File: src/rtl/essential_bit_serializer_pkg.sv
// ============================================================================
//  Module   : bitsparse_pkg
//  Purpose  : Shared types and helpers for the essential bit serializer.
//             - state_e          : serializer FSM states (IDLE, EMIT)
//             - idx_w()          : width of a bit-position index for a word
//             - onehot_is_single : true when a word has exactly one set bit
//  Revision : 1.0 - initial release
// ============================================================================
`default_nettype none

package bitsparse_pkg;

  typedef enum logic [0:0] {
    IDLE = 1'b0,
    EMIT = 1'b1
  } state_e;

  // Widest operand the single-bit test supports; callers zero-extend.
  localparam int MAX_W = 64;

  function automatic int idx_w(input int bitsize);
    return $clog2(bitsize);
  endfunction

  // x & (x-1) drops the lowest set bit; a non-zero word that becomes zero
  // had exactly one bit set.
  function automatic logic onehot_is_single(input logic [MAX_W-1:0] word);
    logic [MAX_W-1:0] one;
    one = {{(MAX_W-1){1'b0}}, 1'b1};
    return (word != '0) && ((word & (word - one)) == '0);
  endfunction

endpackage

`default_nettype wire

File: src/rtl/essential_bit_serializer_if.sv
// ============================================================================
//  Module   : essential_bit_serializer_if
//  Purpose  : Valid/ready bundle between weight buffer, serializer and PE.
//  Ports    : in_valid/in_ready/in_data  - operand word handshake
//             out_valid/out_ready        - term handshake
//             out_pos/out_last/out_zero  - term payload
//  Modports : master (producer/consumer side), slave (serializer side)
//  Revision : 1.0 - initial release
// ============================================================================
`default_nettype none

interface essential_bit_serializer_if
  import bitsparse_pkg::*;
#(
  parameter int bitsize = 8
);
  localparam int IDX_W = idx_w(bitsize);

  logic               in_valid;
  logic               in_ready;
  logic [bitsize-1:0] in_data;
  logic               out_valid;
  logic               out_ready;
  logic [IDX_W-1:0]   out_pos;
  logic               out_last;
  logic               out_zero;

  modport master (
    output in_valid, in_data, out_ready,
    input  in_ready, out_valid, out_pos, out_last, out_zero
  );

  modport slave (
    input  in_valid, in_data, out_ready,
    output in_ready, out_valid, out_pos, out_last, out_zero
  );

endinterface

`default_nettype wire

File: src/rtl/essential_bit_serializer_bit_priority_encoder.sv
// ============================================================================
//  Module   : bit_priority_encoder
//  Purpose  : Combinational priority encoder. Returns the index of the lowest
//             (MSB_FIRST=0) or highest (MSB_FIRST=1) set bit of word.
//  Ports    : word  - input word
//             pos   - index of the selected set bit (0 when word is zero)
//             found - word has at least one set bit
//  Revision : 1.0 - initial release
// ============================================================================
`default_nettype none

module bit_priority_encoder #(
  parameter int bitsize   = 8,
  parameter bit MSB_FIRST = 1'b0
) (
  input  logic [bitsize-1:0]         word,
  output logic [$clog2(bitsize)-1:0] pos,
  output logic                       found
);

  localparam int IDX_W = $clog2(bitsize);

  assign found = |word;

  // The last match in loop order wins, so the scan direction sets priority.
  generate
    if (MSB_FIRST) begin : g_msb_first
      always_comb begin
        pos = '0;
        for (int i = 0; i < bitsize; i++) begin
          if (word[i]) pos = IDX_W'(i);
        end
      end
    end else begin : g_lsb_first
      always_comb begin
        pos = '0;
        for (int i = bitsize - 1; i >= 0; i--) begin
          if (word[i]) pos = IDX_W'(i);
        end
      end
    end
  endgenerate

endmodule

`default_nettype wire

File: src/rtl/essential_bit_serializer.sv
// ============================================================================
//  Module   : essential_bit_serializer
//  Purpose  : Decomposes an operand word into its non-zero bit positions,
//             one position per beat, so the PE issues only useful shift-add
//             terms. An all-zero word yields one beat flagged out_zero.
//  Ports    : clk, rst (sync, active-high)
//             bus (slave) - in_valid/in_ready/in_data,
//                           out_valid/out_ready/out_pos/out_last/out_zero
//  Config   : ESSENTIAL_MSB_FIRST_EN - emit highest set bit first
//             (default: lowest set bit first)
//  Revision : 1.0 - initial release
// ============================================================================
`default_nettype none

module essential_bit_serializer
  import bitsparse_pkg::*;
#(
  parameter int bitsize = 8
) (
  input  logic                       clk,
  input  logic                       rst,
  essential_bit_serializer_if.slave  bus
);

  localparam int IDX_W = idx_w(bitsize);

`ifdef ESSENTIAL_MSB_FIRST_EN
  localparam bit MSB_FIRST = 1'b1;
`else
  localparam bit MSB_FIRST = 1'b0;
`endif

  state_e             state_q, state_d;
  logic [bitsize-1:0] residue_q, residue_d;
  logic               zero_flag_q, zero_flag_d;

  logic [IDX_W-1:0]   enc_pos;
  logic               enc_found;
  logic [bitsize-1:0] emit_mask;
  logic               single_bit;
  logic               last_handshake;

  bit_priority_encoder #(
    .bitsize   (bitsize),
    .MSB_FIRST (MSB_FIRST)
  ) u_enc (
    .word  (residue_q),
    .pos   (enc_pos),
    .found (enc_found)
  );

  assign single_bit = onehot_is_single(MAX_W'(residue_q));
  assign emit_mask  = enc_found ? (bitsize'(1) << enc_pos) : '0;

  // Outputs depend only on registered state; in_ready additionally opens on
  // the last-beat handshake so the next word follows without a bubble.
  assign bus.out_valid = (state_q == EMIT);
  assign bus.out_pos   = zero_flag_q ? '0 : enc_pos;
  assign bus.out_last  = zero_flag_q | single_bit;
  assign bus.out_zero  = zero_flag_q;

  assign last_handshake = bus.out_valid & bus.out_ready & bus.out_last;
  assign bus.in_ready   = (state_q == IDLE) | last_handshake;

  always_comb begin
    state_d     = state_q;
    residue_d   = residue_q;
    zero_flag_d = zero_flag_q;
    case (state_q)
      IDLE: begin
        if (bus.in_valid) begin
          residue_d   = bus.in_data;
          zero_flag_d = (bus.in_data == '0);
          state_d     = EMIT;
        end
      end
      EMIT: begin
        if (bus.out_ready) begin
          if (bus.out_last) begin
            if (bus.in_valid) begin
              residue_d   = bus.in_data;
              zero_flag_d = (bus.in_data == '0);
            end else begin
              // Clearing here keeps the idle outputs at their reset values.
              residue_d   = '0;
              zero_flag_d = 1'b0;
              state_d     = IDLE;
            end
          end else begin
            residue_d = residue_q & ~emit_mask;
          end
        end
      end
      default: state_d = IDLE;
    endcase
  end

  always_ff @(posedge clk) begin
    if (rst) begin
      state_q     <= IDLE;
      residue_q   <= '0;
      zero_flag_q <= 1'b0;
    end else begin
      state_q     <= state_d;
      residue_q   <= residue_d;
      zero_flag_q <= zero_flag_d;
    end
  end

endmodule

`default_nettype wire
File: src/flat_wrapper.sv
// flat-port wrapper written by rule: the top's interface ports become plain ports
module essential_bit_serializer_flat import bitsparse_pkg::*;
#(
  parameter int bitsize = 8
)
  (clk, rst, bus_in_valid, bus_in_data, bus_out_ready, bus_in_ready, bus_out_valid, bus_out_pos, bus_out_last, bus_out_zero);
  essential_bit_serializer_if #(.bitsize(bitsize)) bus_i ();
  input  logic clk;
  input  logic rst;
  input wire logic [$bits(bus_i.in_valid)-1:0] bus_in_valid;
  input wire logic [$bits(bus_i.in_data)-1:0] bus_in_data;
  input wire logic [$bits(bus_i.out_ready)-1:0] bus_out_ready;
  output wire logic [$bits(bus_i.in_ready)-1:0] bus_in_ready;
  output wire logic [$bits(bus_i.out_valid)-1:0] bus_out_valid;
  output wire logic [$bits(bus_i.out_pos)-1:0] bus_out_pos;
  output wire logic [$bits(bus_i.out_last)-1:0] bus_out_last;
  output wire logic [$bits(bus_i.out_zero)-1:0] bus_out_zero;
  assign bus_i.in_valid = bus_in_valid;
  assign bus_i.in_data = bus_in_data;
  assign bus_i.out_ready = bus_out_ready;
  assign bus_in_ready = bus_i.in_ready;
  assign bus_out_valid = bus_i.out_valid;
  assign bus_out_pos = bus_i.out_pos;
  assign bus_out_last = bus_i.out_last;
  assign bus_out_zero = bus_i.out_zero;
  essential_bit_serializer #(.bitsize(bitsize)) u_core (.clk(clk), .rst(rst), .bus(bus_i));
endmodule
File: config.mk
export PLATFORM = sky130hd
export DESIGN_NAME = essential_bit_serializer_flat
export DESIGN_NICKNAME = d
export VERILOG_FILES = /design/src/rtl/essential_bit_serializer_pkg.sv /design/src/rtl/essential_bit_serializer_if.sv /design/src/rtl/essential_bit_serializer_bit_priority_encoder.sv /design/src/rtl/essential_bit_serializer.sv /design/src/flat_wrapper.sv
export SDC_FILE = /design/constraint.sdc
export NUM_CORES = 1
export LEC_CHECK = 0
export ABC_AREA = 1
export BUFFER_PORTS_ARGS = -buffer_cell sky130_fd_sc_hd__buf_4
export CAP_MARGIN = 20
export CELL_PAD_IN_SITES_DETAIL_PLACEMENT = 1
export CELL_PAD_IN_SITES_GLOBAL_PLACEMENT = 1
export CORE_MARGIN = 1
export CORE_UTILIZATION = 38
export CTS_CLUSTER_DIAMETER = 30
export DETAILED_ROUTE_END_ITERATION = 10
export PLACE_DENSITY = 0.92
export SETUP_SLACK_MARGIN = 0.5
export SYNTH_ARGS = -nofsm -noshare
export SYNTH_HDL_FRONTEND = slang
export SYNTH_HIERARCHICAL = 1
export SYNTH_SLANG_ARGS = --single-unit
File: constraint.sdc
create_clock -name clk -period 2.8 [get_ports clk]
set_clock_uncertainty 0.15 [all_clocks]
set_input_delay 0.56 -clock clk [delete_from_list [all_inputs] [get_ports clk]]
set_output_delay 0.56 -clock clk [all_outputs]
set_load 0.005 [all_outputs]
* Word-level counts from Yosys, hierarchy flattened
Cells that the tools add are included.
** Word-level totals
- Bits in registers :: 10
- Bits of input ports :: 12
- Output and inout bits :: 7
- Logic and storage cells :: 47
** Cells by class
- Add/sub/neg operators :: 1
- Equality and inequality tests :: 3
- Shift operators :: 1
- Muxes and demuxes :: 24
- Bitwise operators :: 8
- Reductions and logical operators :: 7
** Operators with widths (count)
- bitwise AND 8 x 64 -> 64 bit :: 1
- logical NOT 64 bit :: 1
- two-way mux 8 bit :: 5
- two-way mux 3 bit :: 9
- case mux 8 bit (2 select lines) :: 1
- subtractor 8 x 1 -> 9 bit (second input constant) :: 1
- bitwise AND 8 bit :: 1
- logical NOT 8 bit :: 1
- inverter 8 bit :: 1
- nonzero test 8 bit :: 1
- OR reduction 8 bit :: 1
- << shifter 1 x 3 -> 8 bit (first input constant) :: 1
- two-way mux 1 bit :: 7
- inequality test 2 bit (second input constant) :: 2
- case mux 1 bit (2 select lines) :: 2
- AND reduction 3 bit :: 1
- bitwise AND 1 bit :: 2
- inequality test 2 x 1 -> 1 bit (second input constant) :: 1
- OR 1 bit :: 2
- AND reduction 2 bit :: 1
- logical AND 1 bit :: 1
- inverter 1 bit :: 1

* Longest topological paths before layout
Gate-level depths: netlist (run 1).
- Depth in word-level cells :: 15
- Mapped depth :: 13
- Depth with buffers taken out :: 13

* Modules after synthesis
Netlist (run 1), hierarchy kept.
** By module, submodules not included
- essential_bit_serializer :: instances 1, cells each 139, area each 825.8 µm²
- bit_priority_encoder :: instances 1, cells each 22, area each 98.8 µm²

* Worst setup path after synthesis (run 1)
Ideal clock, no wire load.
- Path type :: reg-to-output
- Start point :: register u_core.residue_q[0]
- End point :: output port bus_in_ready
- Arrival time :: 1.089 ns
- Required time :: 2.090 ns
- Setup slack :: 1.001 ns
- Stages on the path, launching flop included :: 8
- Path through :: dfxtp_1 > nor2_2 > nand2_1 > nand2_2 > nand3_2 > o21ai_4 > nand2_2 > nand2_2
** Between the ends
- Cells in the longest elaborated chain, start to end :: 7
- Elaborated cells between the ends (all ways) :: 8
** RTL lines
- start: declaration :: RTL line essential_bit_serializer.sv:34 : logic [bitsize-1:0] residue_q, residue_d;
- start signal: assignment :: RTL line essential_bit_serializer.sv:105 : residue_q <= residue_d;
- subtractor 8 x 1 -> 9 bit :: RTL line essential_bit_serializer_pkg.sv:30 : return (word != '0) && ((word & (word - one)) == '0);
- bitwise AND 8 x 64 -> 64 bit :: RTL line essential_bit_serializer_pkg.sv:30
- logical NOT 64 bit :: RTL line essential_bit_serializer_pkg.sv:30
- logical AND 1 bit * :: RTL line essential_bit_serializer_pkg.sv:30
- OR 1 bit * :: RTL line essential_bit_serializer.sv:59 : assign bus.out_last = zero_flag_q | single_bit;
- named net bus_out_last :: RTL line flat_wrapper.sv:16 : output wire logic [$bits(bus_i.out_last)-1:0] bus_out_last;
- bitwise AND 1 bit * :: RTL line essential_bit_serializer.sv:62 : assign last_handshake = bus.out_valid & bus.out_ready & bus.out_last;
- OR 1 bit * :: RTL line essential_bit_serializer.sv:63 : assign bus.in_ready = (state_q == IDLE) | last_handshake;
- end: declaration :: RTL line flat_wrapper.sv:13 : output wire logic [$bits(bus_i.in_ready)-1:0] bus_in_ready;
Mark *: on every way through the listed nets, which the timed path passes. The rest lies on a longest branch.

* Final worst setup path (run 1)
- Start point :: register u_core.residue_q[1]
- End point :: output port bus_in_ready
** Between the ends
- Cells in the longest elaborated chain, start to end :: 7
- Elaborated cells between the ends (all ways) :: 8
** RTL lines (RTL line)
- subtractor 8 x 1 -> 9 bit :: essential_bit_serializer_pkg.sv:30
- bitwise AND 8 x 64 -> 64 bit :: essential_bit_serializer_pkg.sv:30
- logical NOT 64 bit :: essential_bit_serializer_pkg.sv:30
- logical AND 1 bit * :: essential_bit_serializer_pkg.sv:30
- OR 1 bit * :: essential_bit_serializer.sv:59
- bitwise AND 1 bit * :: essential_bit_serializer.sv:62
- OR 1 bit * :: essential_bit_serializer.sv:63
Mark *: on every way between the ends. The rest lies on a longest branch, timed or not.

==> summary.txt, run 1 <==
Critical path
  • Type of element launching the critical path: register
  • Most common cell on crit path: nand2_2
  • Critical path origin: u_core/residue_q[1]$_SDFFE_PP0P_
  • Critical Path AT: 1.52 ns
  • Crit path max-delay family: simple AND/OR/NAND/NOR gates
  • WP data required: 2.09 ns
  • R2r startpoint: u_core/bus.out_valid$_SDFF_PP0_
  • CP bufs+invs: 1
  • Worst path max stage delay: 0.37 ns
  • CP Class: reg -> out
  • Slowest stage cell, crit path: dfxtp_4
  • Crit. End Element: output port
  • CP Max Fanout: 5
  • Critical Path, Cell by Cell: nor2_4 -> nand3_2 -> nand2_1 -> nand2_2 -> o21ai_4 -> nand2_2 -> nand2_2 -> buf_4

Logic synthesis
  • Mapped Cells: 161
  • Syn Nets: 173
  • Ys Warns: 6
  • Syn avg cell area: 5.74 um2
  • Synth Cell Area: 925 um2
  • Unique cell type count in the Yosys netlist: 20
  • Post-synthesis sequential area ratio: 21.7%
  • Seq cells post-synth: 10

Floorplanning
  • Total core area: 0.00225 mm2
  • Die height: 51.3 um
  • IO Pins: 19
  • Starting density of the core: 41.0%
  • Die X: 51.3 um
  • Row cnt: 17
  • DIE AREA: 0.00263 mm2

Power and ir drop
  • Power Total: 733 uW
  • Peak supply drop: 0.417 mV
  • Int Power: 397 uW
  • Sw frac: 45.8%
  • NetSw: 336 uW
  • PwrDens: 609 mW/mm2
  • Reg power frac: 26.8%
  • Comb power frac: 53.9%
  • Leakage power: 0.583 nW
  • Clock share of power: 19.3%

Final layout
  • Register Area: 215 um2
  • Commonest non-fill, non-tap cell in the layout: nand2_1
  • Post-route cell area: 0.00120 mm2
  • Commonest non-fill, non-tap cells in the layout: 40 x nand2_1, 21 x buf_4, 20 x nand3_1
  • Ratio of cells with drive above 1 in the final layout: 32.1%
  • Filler cells: 334
  • N_diodes: 0
  • Final Core Density: 53.4%
  • Area Growth Syn to Fin: 30.2%
  • Area of the multi-input gates: 659 um2
  • Nets@finish: 197

Clocking
  • Num CTS Buffers: 3
  • CTS tree: yes
  • Clock transition at the registers of the reported paths: 0.08 ns
  • Clk Latency, worst-skew pair: 0.28 ns
  • Num Clock Sinks: 10
  • Clock root buffer: clkbuf_4
  • Post-CTS Hold Fix Bufs: 0
  • CTS H-Tree Depth: 1
  • Clock Tree Buf Depth: 2

Run
  • Maxcap violations: 0

STA
  • TNS Setup: 0 ns
  • Unrepaired setup endpoints after global routing: false
  • Final hold violation count: 0
  • Max-slew violation count: 0
  • Final setup vio count: 0
  • Slew margin rel.: 62.2%
  • Slew at the pin closest to its max-slew limit: 0.566 ns
  • Tcrit/Tclk final: 79.7%
  • Max Freq: 448 MHz
  • Crit path time final: 2.23 ns

Route
  • Detail Route Antenna Nets: 0
  • Drt first-iter violations: 47
  • Drt drc: 0
  • Via Count: 1204
  • Final WL: 3540 um
  • Drt pass-1 iters: 4
  • Wire per inst: 16.7 um
  • Vias per inst: 5.68

Global route
  • Initial antenna violation count: 0
  • GR Util All Layers: 28.0%
  • Vias in the first global route: 1173
  • Total congestion overflow: 0
  • First-pass GRT wire length: 5460 um
  • Largest net degree at the start of global routing: 14

Min path
  • Hold path start: rst
  • Worst min-delay path class: in -> reg

Placed design
  • RD Place Congestion: 0.883
  • HPWL after detailed placement: 2530 um
  • IO Port Bufs: 18
  • Dpl cell area: 0.00108 mm2

Outcome
  • Status: completed
==> flip-flops by register name, indices dropped and copies added, names as in the netlist <==
name,cells
u_core/bus.out_valid,1
u_core/residue_q,8
u_core/bus.out_zero,1
==> metal layers <==
metal / share of wire, % / global-route usage [%]
met1: 43 / 34.9
met2: 51 / 50.4
met3: 4.9 / 2.38
met4: 1.4 / 9.01
met5: 0 / 0
==> logic make-up (layout without fill, tap and decap cells) <==
| kind of cell | Yosys count | in the layout | share of synthesized area [%] |
|---|---|---|---|
| simple gates | 89 | 89 | 43.6 |
| compound gates | 37 | 37 | 22.6 |
| flops | 10 | 10 | 21.7 |
| buf+inv | 25 | 48 | 12.2 |
==> stage by stage <==
step	hold WS, ns	std cells	setup slack, ns
finish	0.288	212	0.569
global route	0.290	212	0.481
CTS	0.290	210	0.456
detailed placement	0.409	205	0.668
global placement	0.403	205	0.762
floorplan	0.365	161	1.00
==> cell type report <==
cell class	instances	area share [%]
Inverter	23	8.32
Multi-Input combinational cell	126	54.8
Clock buffer	4	3.01
Timing Repair Buffer	21	13.1
Tap cell	28	2.91
Sequential cell	10	17.9
==> power groups by stage <==
stage | Clock [mW] | Sequential [mW] | Combinational [mW]
2_1_floorplan | 0 | 0.178 | 0.235
4_1_cts | 0.141 | 0.187 | 0.350
3_3_place_gp | 0 | 0.188 | 0.321
3_5_place_dp | 0 | 0.190 | 0.338
6_report | 0.141 | 0.196 | 0.395
5_1_grt | 0.146 | 0.198 | 0.434
==> synthesized netlist by cell type <==
cell type  number  share of area [%]
nor2_2          3                2.0
nor2_1         12                4.9
nand3_2         1                1.1
nor3_2          1                1.1
nand2_2         5                3.4
nand2_1        42                 17
buf_2           1               0.54
o21ai_4         2                3.5
nand3_1        21                 11
buf_4           1               0.81
inv_2           6                2.4
o21ai_0        16                8.7
a31oi_1         1               0.68
a21oi_1        18                9.7
nand4_1         1               0.68
nor4_1          1               0.68
bufinv_8        1                1.9
or2_1           2                1.4
dfxtp_1        10                 22
inv_1          16                6.5
==> worst paths after layout <==
| kind | end | slack [ns] | cells after the start |
|---|---|---|---|
| max reg2reg | u_core/residue_q[6]$_SDFFE_PP0P_ | 0.76 | 6 |
| min | u_core/bus.out_zero$_SDFFE_PP0P_ | 0.29 | 2 |
| min reg2reg | u_core/bus.out_zero$_SDFFE_PP0P_ | 0.42 | 2 |
| max | bus_in_ready | 0.57 | 8 |
==> timing repair <==
item                                    in CTS  in global routing
pin swaps                                    1                  5
resized for setup                            1                 20
endpoints found under the setup margin       3                  4
buffers inserted                             1                  2
(Power assumes the default switching activity.)
==> run 2: changes to the inputs <==
--- a/config.mk
+++ b/config.mk
@@ -11,10 +11,10 @@
 export CELL_PAD_IN_SITES_DETAIL_PLACEMENT = 1
 export CELL_PAD_IN_SITES_GLOBAL_PLACEMENT = 1
 export CORE_MARGIN = 1
-export CORE_UTILIZATION = 38
+export CORE_UTILIZATION = 36
 export CTS_CLUSTER_DIAMETER = 30
 export DETAILED_ROUTE_END_ITERATION = 10
-export PLACE_DENSITY = 0.92
+export PLACE_DENSITY = 0.88
 export SETUP_SLACK_MARGIN = 0.5
 export SYNTH_ARGS = -nofsm -noshare
 export SYNTH_HDL_FRONTEND = slang
==> constraint.sdc (replaced) <==
create_clock -name clk -period 2.2 [get_ports clk]
set_clock_uncertainty 0.15 [all_clocks]
set_input_delay 0.44 -clock clk [delete_from_list [all_inputs] [get_ports clk]]
set_output_delay 0.44 -clock clk [all_outputs]
set_load 0.005 [all_outputs]
==> summary.txt, run 2 (synthesis gave the netlist of run 1 again) <==
Outcome
  • Status: completed (unchanged)

STA
  • Final setup vio count: 0 (unchanged)
  • Tcrit/Tclk final: 97.3%
  • Final hold violation count: 0 (unchanged)
  • Crit path time final: 2.14 ns
  • Slew margin rel.: 78.3% (was 62.2%)
  • Hold WS: 0.182 ns (was 0.288 ns)
  • Slew at the pin closest to its max-slew limit: 0.324 ns (was 0.566 ns)
  • Max-slew violation count: 0 (unchanged)
  • Unrepaired setup endpoints after global routing: true (was false)
  • TNS Setup: 0 ns (unchanged)
  • PnR worst setup slack: 0.0591 ns (was 0.569 ns)
  • Max Freq: 467 MHz

Critical path
  • Crit path max-delay family: simple AND/OR/NAND/NOR gates (unchanged)
  • WP data required: 1.61 ns (was 2.09 ns)
  • Type of element launching the critical path: register (unchanged)
  • CP Max Fanout: 5 (unchanged)
  • Crit. End Element: output port (unchanged)
  • Worst Reg-to-Reg Cells: 14 (was 6)
  • Critical Path AT: 1.55 ns (was 1.52 ns)
  • Critical Path, Cell by Cell: nor2_4 -> nand2_1 -> nand2_1 -> nand3_2 -> o21ai_4 -> nand2_2 -> nand2_2 -> buf_6 (was nor2_4 -> nand3_2 -> nand2_1 -> nand2_2 -> o21ai_4 -> nand2_2 -> nand2_2 -> buf_4)
  • CP Class: reg -> out (unchanged)
  • CP bufs+invs: 1 (unchanged)
  • Crit. path cell count: 8 (unchanged)
  • Worst path max stage delay: 0.36 ns (was 0.37 ns)
  • Slowest stage cell, crit path: dfxtp_2 (was dfxtp_4)

Clocking
  • Clock root buffer: clkbuf_4 (unchanged)
  • Num Clock Sinks: 10 (unchanged)
  • Post-CTS Hold Fix Bufs: 0 (unchanged)
  • Clock transition at the registers of the reported paths: 0.06 ns (was 0.08 ns)
  • CTS H-Tree Depth: 1 (unchanged)
  • Clk Latency, worst-skew pair: 0.27 ns (was 0.28 ns)
  • CTS tree: yes (unchanged)
  • Clock Tree Buf Depth: 2 (unchanged)
  • Num CTS Buffers: 3 (unchanged)

Global route
  • GR Util All Layers: 33.1% (was 28.0%)
  • First-pass GRT wire length: 6480 um (was 5460 um)
  • Vias in the first global route: 1346 (was 1173)
  • Initial antenna violation count: 0 (unchanged)
  • Total congestion overflow: 0 (unchanged)
  • Largest net degree at the start of global routing: 13 (was 14)

Final layout
  • N_diodes: 0 (unchanged)
  • Commonest non-fill, non-tap cells in the layout: 34 x nand2_1, 33 x buf_4, 19 x nand3_1 (was 40 x nand2_1, 21 x buf_4, 20 x nand3_1)
  • Filler cells: 306 (was 334)
  • Post-route cell area: 0.00144 mm2 (was 0.00120 mm2)
  • Area Growth Syn to Fin: 55.8% (was 30.2%)
  • Ratio of cells with drive above 1 in the final layout: 51.3% (was 32.1%)
  • Max reg flops: 8 (unchanged)
  • Final Core Density: 58.7% (was 53.4%)
  • Finished Layout Cells: 229 (was 212)
  • Nets@finish: 213 (was 197)
  • Commonest non-fill, non-tap cell in the layout: nand2_1 (unchanged)
  • Largest register by flop count: u_core/residue_q (unchanged)

Power and ir drop
  • Power Total: 1.13 mW (was 733 uW)
  • Peak supply drop: 0.481 mV (was 0.417 mV)
  • Leakage power: 0.683 nW (was 0.583 nW)
  • PwrDens: 786 mW/mm2 (was 609 mW/mm2)

Route
  • Wire per inst: 21.0 um (was 16.7 um)
  • Final WL: 4800 um (was 3540 um)
  • Vias per inst: 5.98 (was 5.68)
  • Drt drc: 0 (unchanged)
  • Detail Route Antenna Nets: 0 (unchanged)
  • Via Count: 1370 (was 1204)
  • Drt first-iter violations: 72 (was 47)
  • Drt pass-1 iters: 4 (unchanged)

Placed design
  • HPWL after detailed placement: 2470 um (was 2530 um)
  • IO Port Bufs: 18 (unchanged)
  • RD Place Congestion: 0.816 (was 0.883)
  • Cells after DPL: 210 (was 205)
  • Post-Place Worst Slack: 0.320 ns (was 0.668 ns)
  • Dpl cell area: 0.00111 mm2 (was 0.00108 mm2)

Floorplanning
  • Row cnt: 18 (was 17)
  • Die height: 52.7 um (was 51.3 um)
  • Die X: 52.7 um (was 51.3 um)
  • DIE AREA: 0.00278 mm2 (was 0.00263 mm2)
  • Total core area: 0.00245 mm2 (was 0.00225 mm2)
  • Starting density of the core: 37.7% (was 41.0%)
  • IO Pins: 19 (unchanged)

Run
  • Maxcap violations: 0 (unchanged)

Min path
  • Worst Hold Depth: 2 (unchanged)
  • Worst min-delay path class: in -> reg (unchanged)
## run 2: changes by cell type in the layout (fill, tap and decap cells not counted), moves of 6 or more
cell     before  now
buf_4        21   33
nand2_1      40   34
inv_1        16   10
o21ai_0      16    8
## run 2: worst paths after layout
check,from,endpoint,slack [ns]
worst max register to register,u_core/residue_q[5]$_SDFFE_PP0P_,u_core/residue_q[2]$_SDFFE_PP0P_,0.18
worst max-delay path,u_core/residue_q[1]$_SDFFE_PP0P_,bus_in_ready,0.06
worst min register to register,u_core/bus.out_zero$_SDFFE_PP0P_,u_core/bus.out_zero$_SDFFE_PP0P_,0.44
worst min-delay path,rst,u_core/bus.out_zero$_SDFFE_PP0P_,0.18
## run 2: final cells by class
cell class                      count  area, um2  area share, %
Multi-Input combinational cell    127        776           53.9
Timing Repair Buffer               36        282           19.5
Sequential cell                    10        220           15.3
Inverter                           23        103           7.12
Tap cell                           30       37.5           2.61
Clock buffer                        3       22.5           1.56
## run 2: where the power goes
part           internal (mW)  total, mW  switching [mW]
logic                  0.303      0.753           0.450
registers              0.205      0.248          0.0430
clock network         0.0634      0.131          0.0674
total                  0.571       1.13           0.561
## run 2: layer usage
layer	global-route usage, %	vias up	wire length (um)
li1	-	605	-
met1	38.1	656	1780
met2	58.4	75	2380
met3	6.38	34	349
met4	14.5	0	289
met5	0	-	0
## run 2: repair_timing
item / in CTS / in global routing
resized for setup: 47 / 24
endpoints found under the hold margin: 0 / 0
pin swaps: 19 / 15
cloned: 0 / 1
setup endpoints to repair: 13 / 14
buffers inserted: 10 / 5
==> run 3: changes to the inputs <==
--- a/config.mk
+++ b/config.mk
@@ -8,13 +8,11 @@
 export ABC_AREA = 1
 export BUFFER_PORTS_ARGS = -buffer_cell sky130_fd_sc_hd__buf_4
 export CAP_MARGIN = 20
-export CELL_PAD_IN_SITES_DETAIL_PLACEMENT = 1
-export CELL_PAD_IN_SITES_GLOBAL_PLACEMENT = 1
 export CORE_MARGIN = 1
-export CORE_UTILIZATION = 36
+export CORE_UTILIZATION = 45
 export CTS_CLUSTER_DIAMETER = 30
 export DETAILED_ROUTE_END_ITERATION = 10
-export PLACE_DENSITY = 0.88
+export PLACE_DENSITY = 0.78
 export SETUP_SLACK_MARGIN = 0.5
 export SYNTH_ARGS = -nofsm -noshare
 export SYNTH_HDL_FRONTEND = slang
==> summary.txt, run 3 (synthesis gave the netlist of run 1 again) <==
Power and ir drop
  • Peak supply drop: 0.396 mV (was 0.481 mV)
  • PwrDens: 739 mW/mm2 (was 786 mW/mm2)
  • Leakage power: 0.686 nW (was 0.683 nW)

Final layout
  • Commonest non-fill, non-tap cells in the layout: 33 x buf_4, 32 x nand2_1, 19 x nand3_1 (was 34 x nand2_1, 33 x buf_4, 19 x nand3_1)
  • Nets@finish: 214 (was 213)
  • Largest register by flop count: u_core/residue_q (unchanged)
  • Ratio of cells with drive above 1 in the final layout: 47.5% (was 51.3%)
  • N_diodes: 0 (unchanged)
  • Commonest non-fill, non-tap cell in the layout: buf_4 (was nand2_1)
  • Finished Layout Cells: 227 (was 229)
  • Max reg flops: 8 (unchanged)
  • Area Growth Syn to Fin: 54.4% (was 55.8%)

Global route
  • Vias in the first global route: 1087 (was 1346)
  • First-pass GRT wire length: 4570 um (was 6480 um)
  • GR Util All Layers: 30.0% (was 33.1%)
  • Largest net degree at the start of global routing: 13 (unchanged)
  • Initial antenna violation count: 0 (unchanged)
  • Total congestion overflow: 0 (unchanged)

Critical path
  • Critical Path AT: 1.52 ns (was 1.55 ns)
  • CP Max Fanout: 5 (unchanged)
  • WP data required: 1.61 ns (about the same)
  • CP Class: reg -> out (unchanged)
  • Crit. End Element: output port (unchanged)
  • R2R setup slack: 0.21 ns (was 0.18 ns)
  • Type of element launching the critical path: register (unchanged)

Floorplanning
  • Total core area: 0.00194 mm2 (was 0.00245 mm2)
  • Die X: 47.3 um (was 52.7 um)
  • Row cnt: 16 (was 18)
  • Die height: 47.3 um (was 52.7 um)
  • DIE AREA: 0.00224 mm2 (was 0.00278 mm2)
  • Starting density of the core: 47.6% (was 37.7%)
  • IO Pins: 19 (unchanged)

Route
  • Drt first-iter violations: 58 (was 72)
  • M1 wire length: 1270 um (was 1780 um)
  • Vias per inst: 5.56 (was 5.98)
  • Via Count: 1261 (was 1370)
  • Detail Route Antenna Nets: 0 (unchanged)
  • Max Used Layer: met4 (unchanged)
  • Final WL: 3250 um (was 4800 um)
  • Drt drc: 0 (unchanged)
  • Wire per inst: 14.3 um (was 21.0 um)
  • Routed wl met2: 1700 um (was 2380 um)
  • Drt pass-1 iters: 5 (was 4)
  • Routed wl met3: 169 um (was 349 um)

STA
  • Final hold violation count: 0 (unchanged)
  • Max Freq: 473 MHz (was 467 MHz)
  • Max-slew violation count: 0 (unchanged)
  • Slew margin rel.: 79.7% (was 78.3%)
  • Slew at the pin closest to its max-slew limit: 0.304 ns (was 0.324 ns)
  • Tcrit/Tclk final: 96.0% (was 97.3%)
  • Final setup vio count: 0 (unchanged)
  • Crit path time final: 2.11 ns (was 2.14 ns)
  • Unrepaired setup endpoints after global routing: true (unchanged)
  • TNS Setup: 0 ns (unchanged)

Placed design
  • IO Port Bufs: 18 (unchanged)
  • HPWL after detailed placement: 1930 um (was 2470 um)
  • RD Place Congestion: 0.950 (was 0.816)
  • Cells after DPL: 205 (was 210)

Clocking
  • CTS H-Tree Depth: 1 (unchanged)
  • Num CTS Buffers: 3 (unchanged)
  • Clk Latency, worst-skew pair: 0.27 ns (about the same)
  • Clock transition at the registers of the reported paths: 0.07 ns (was 0.06 ns)
  • Num Clock Sinks: 10 (unchanged)
  • Clock Tree Buf Depth: 2 (unchanged)
  • CTS tree: yes (unchanged)
  • Clock root buffer: clkbuf_4 (unchanged)

Min path
  • Worst min-delay path class: in -> reg (unchanged)

Outcome
  • Status: completed (unchanged)

Run
  • Maxcap violations: 0 (unchanged)
[run 3: worst paths after layout]
path | start | endpoint | cells past startpoint
hold reg to reg | u_core/bus.out_zero$_SDFFE_PP0P_ | u_core/bus.out_zero$_SDFFE_PP0P_ | 2
setup / recovery | u_core/residue_q[0]$_SDFFE_PP0P_ | bus_in_ready | 8
hold / removal | rst | u_core/bus.out_zero$_SDFFE_PP0P_ | 2
setup reg to reg | u_core/residue_q[0]$_SDFFE_PP0P_ | u_core/bus.out_valid$_SDFF_PP0_ | 16
[run 3: worst max-delay path: stages, from the launching register on]
cell and delay [ns]:
dfxtp_4 0.37, nor2_4 0.15, nand3_2 0.12, nand2_2 0.10
nand2_2 0.07, o21ai_4 0.19, nand2_2 0.08, nand2_2 0.07
buf_6 0.09
[run 3: metrics by stage]
step	area [um2]	hold slack, ns	setup WS (ns)	utilization (%)	total power, mW
2_1_floorplan	925	0.359	0.521	-	0.526
3_3_place_gp	1090	0.408	0.323	56.1	0.644
3_5_place_dp	1090	0.408	0.278	56.1	0.651
4_1_cts	1310	0.179	0.138	67.7	0.927
5_1_grt	1430	0.168	0.0109	73.5	1.13
6_report	1430	0.183	0.0872	73.5	1.06
[run 3: power breakdown]
part / internal, mW / total, mW / switching, mW
logic: 0.313 / 0.685 / 0.371
clock network: 0.0631 / 0.126 / 0.0632
registers: 0.205 / 0.244 / 0.0387
[run 3: routing by layer]
| metal | GRT usage, % | vias to the layer above |
|---|---|---|
| li1 | - | 613 |
| met1 | 31.7 | 572 |
| met2 | 57.8 | 62 |
| met3 | 5.00 | 14 |
| met4 | 12.0 | 0 |
| met5 | 0 | - |
[run 3: repair_timing]
item	in CTS	in global routing
hold buffers	0	0
gates resized for setup	33	30
endpoints found under the setup margin	13	14
hold endpoints to repair	0	0
buffers inserted	15	4
pin swaps	18	30
[run 3: area by class of cell]
cell class	instances	area (um2)
clock buffers	3	22.5
repair buffers	38	304
well taps	27	33.8
inverters	23	100
fillers	163	514
flip-flops and latches	10	225
multi-input cells	126	742
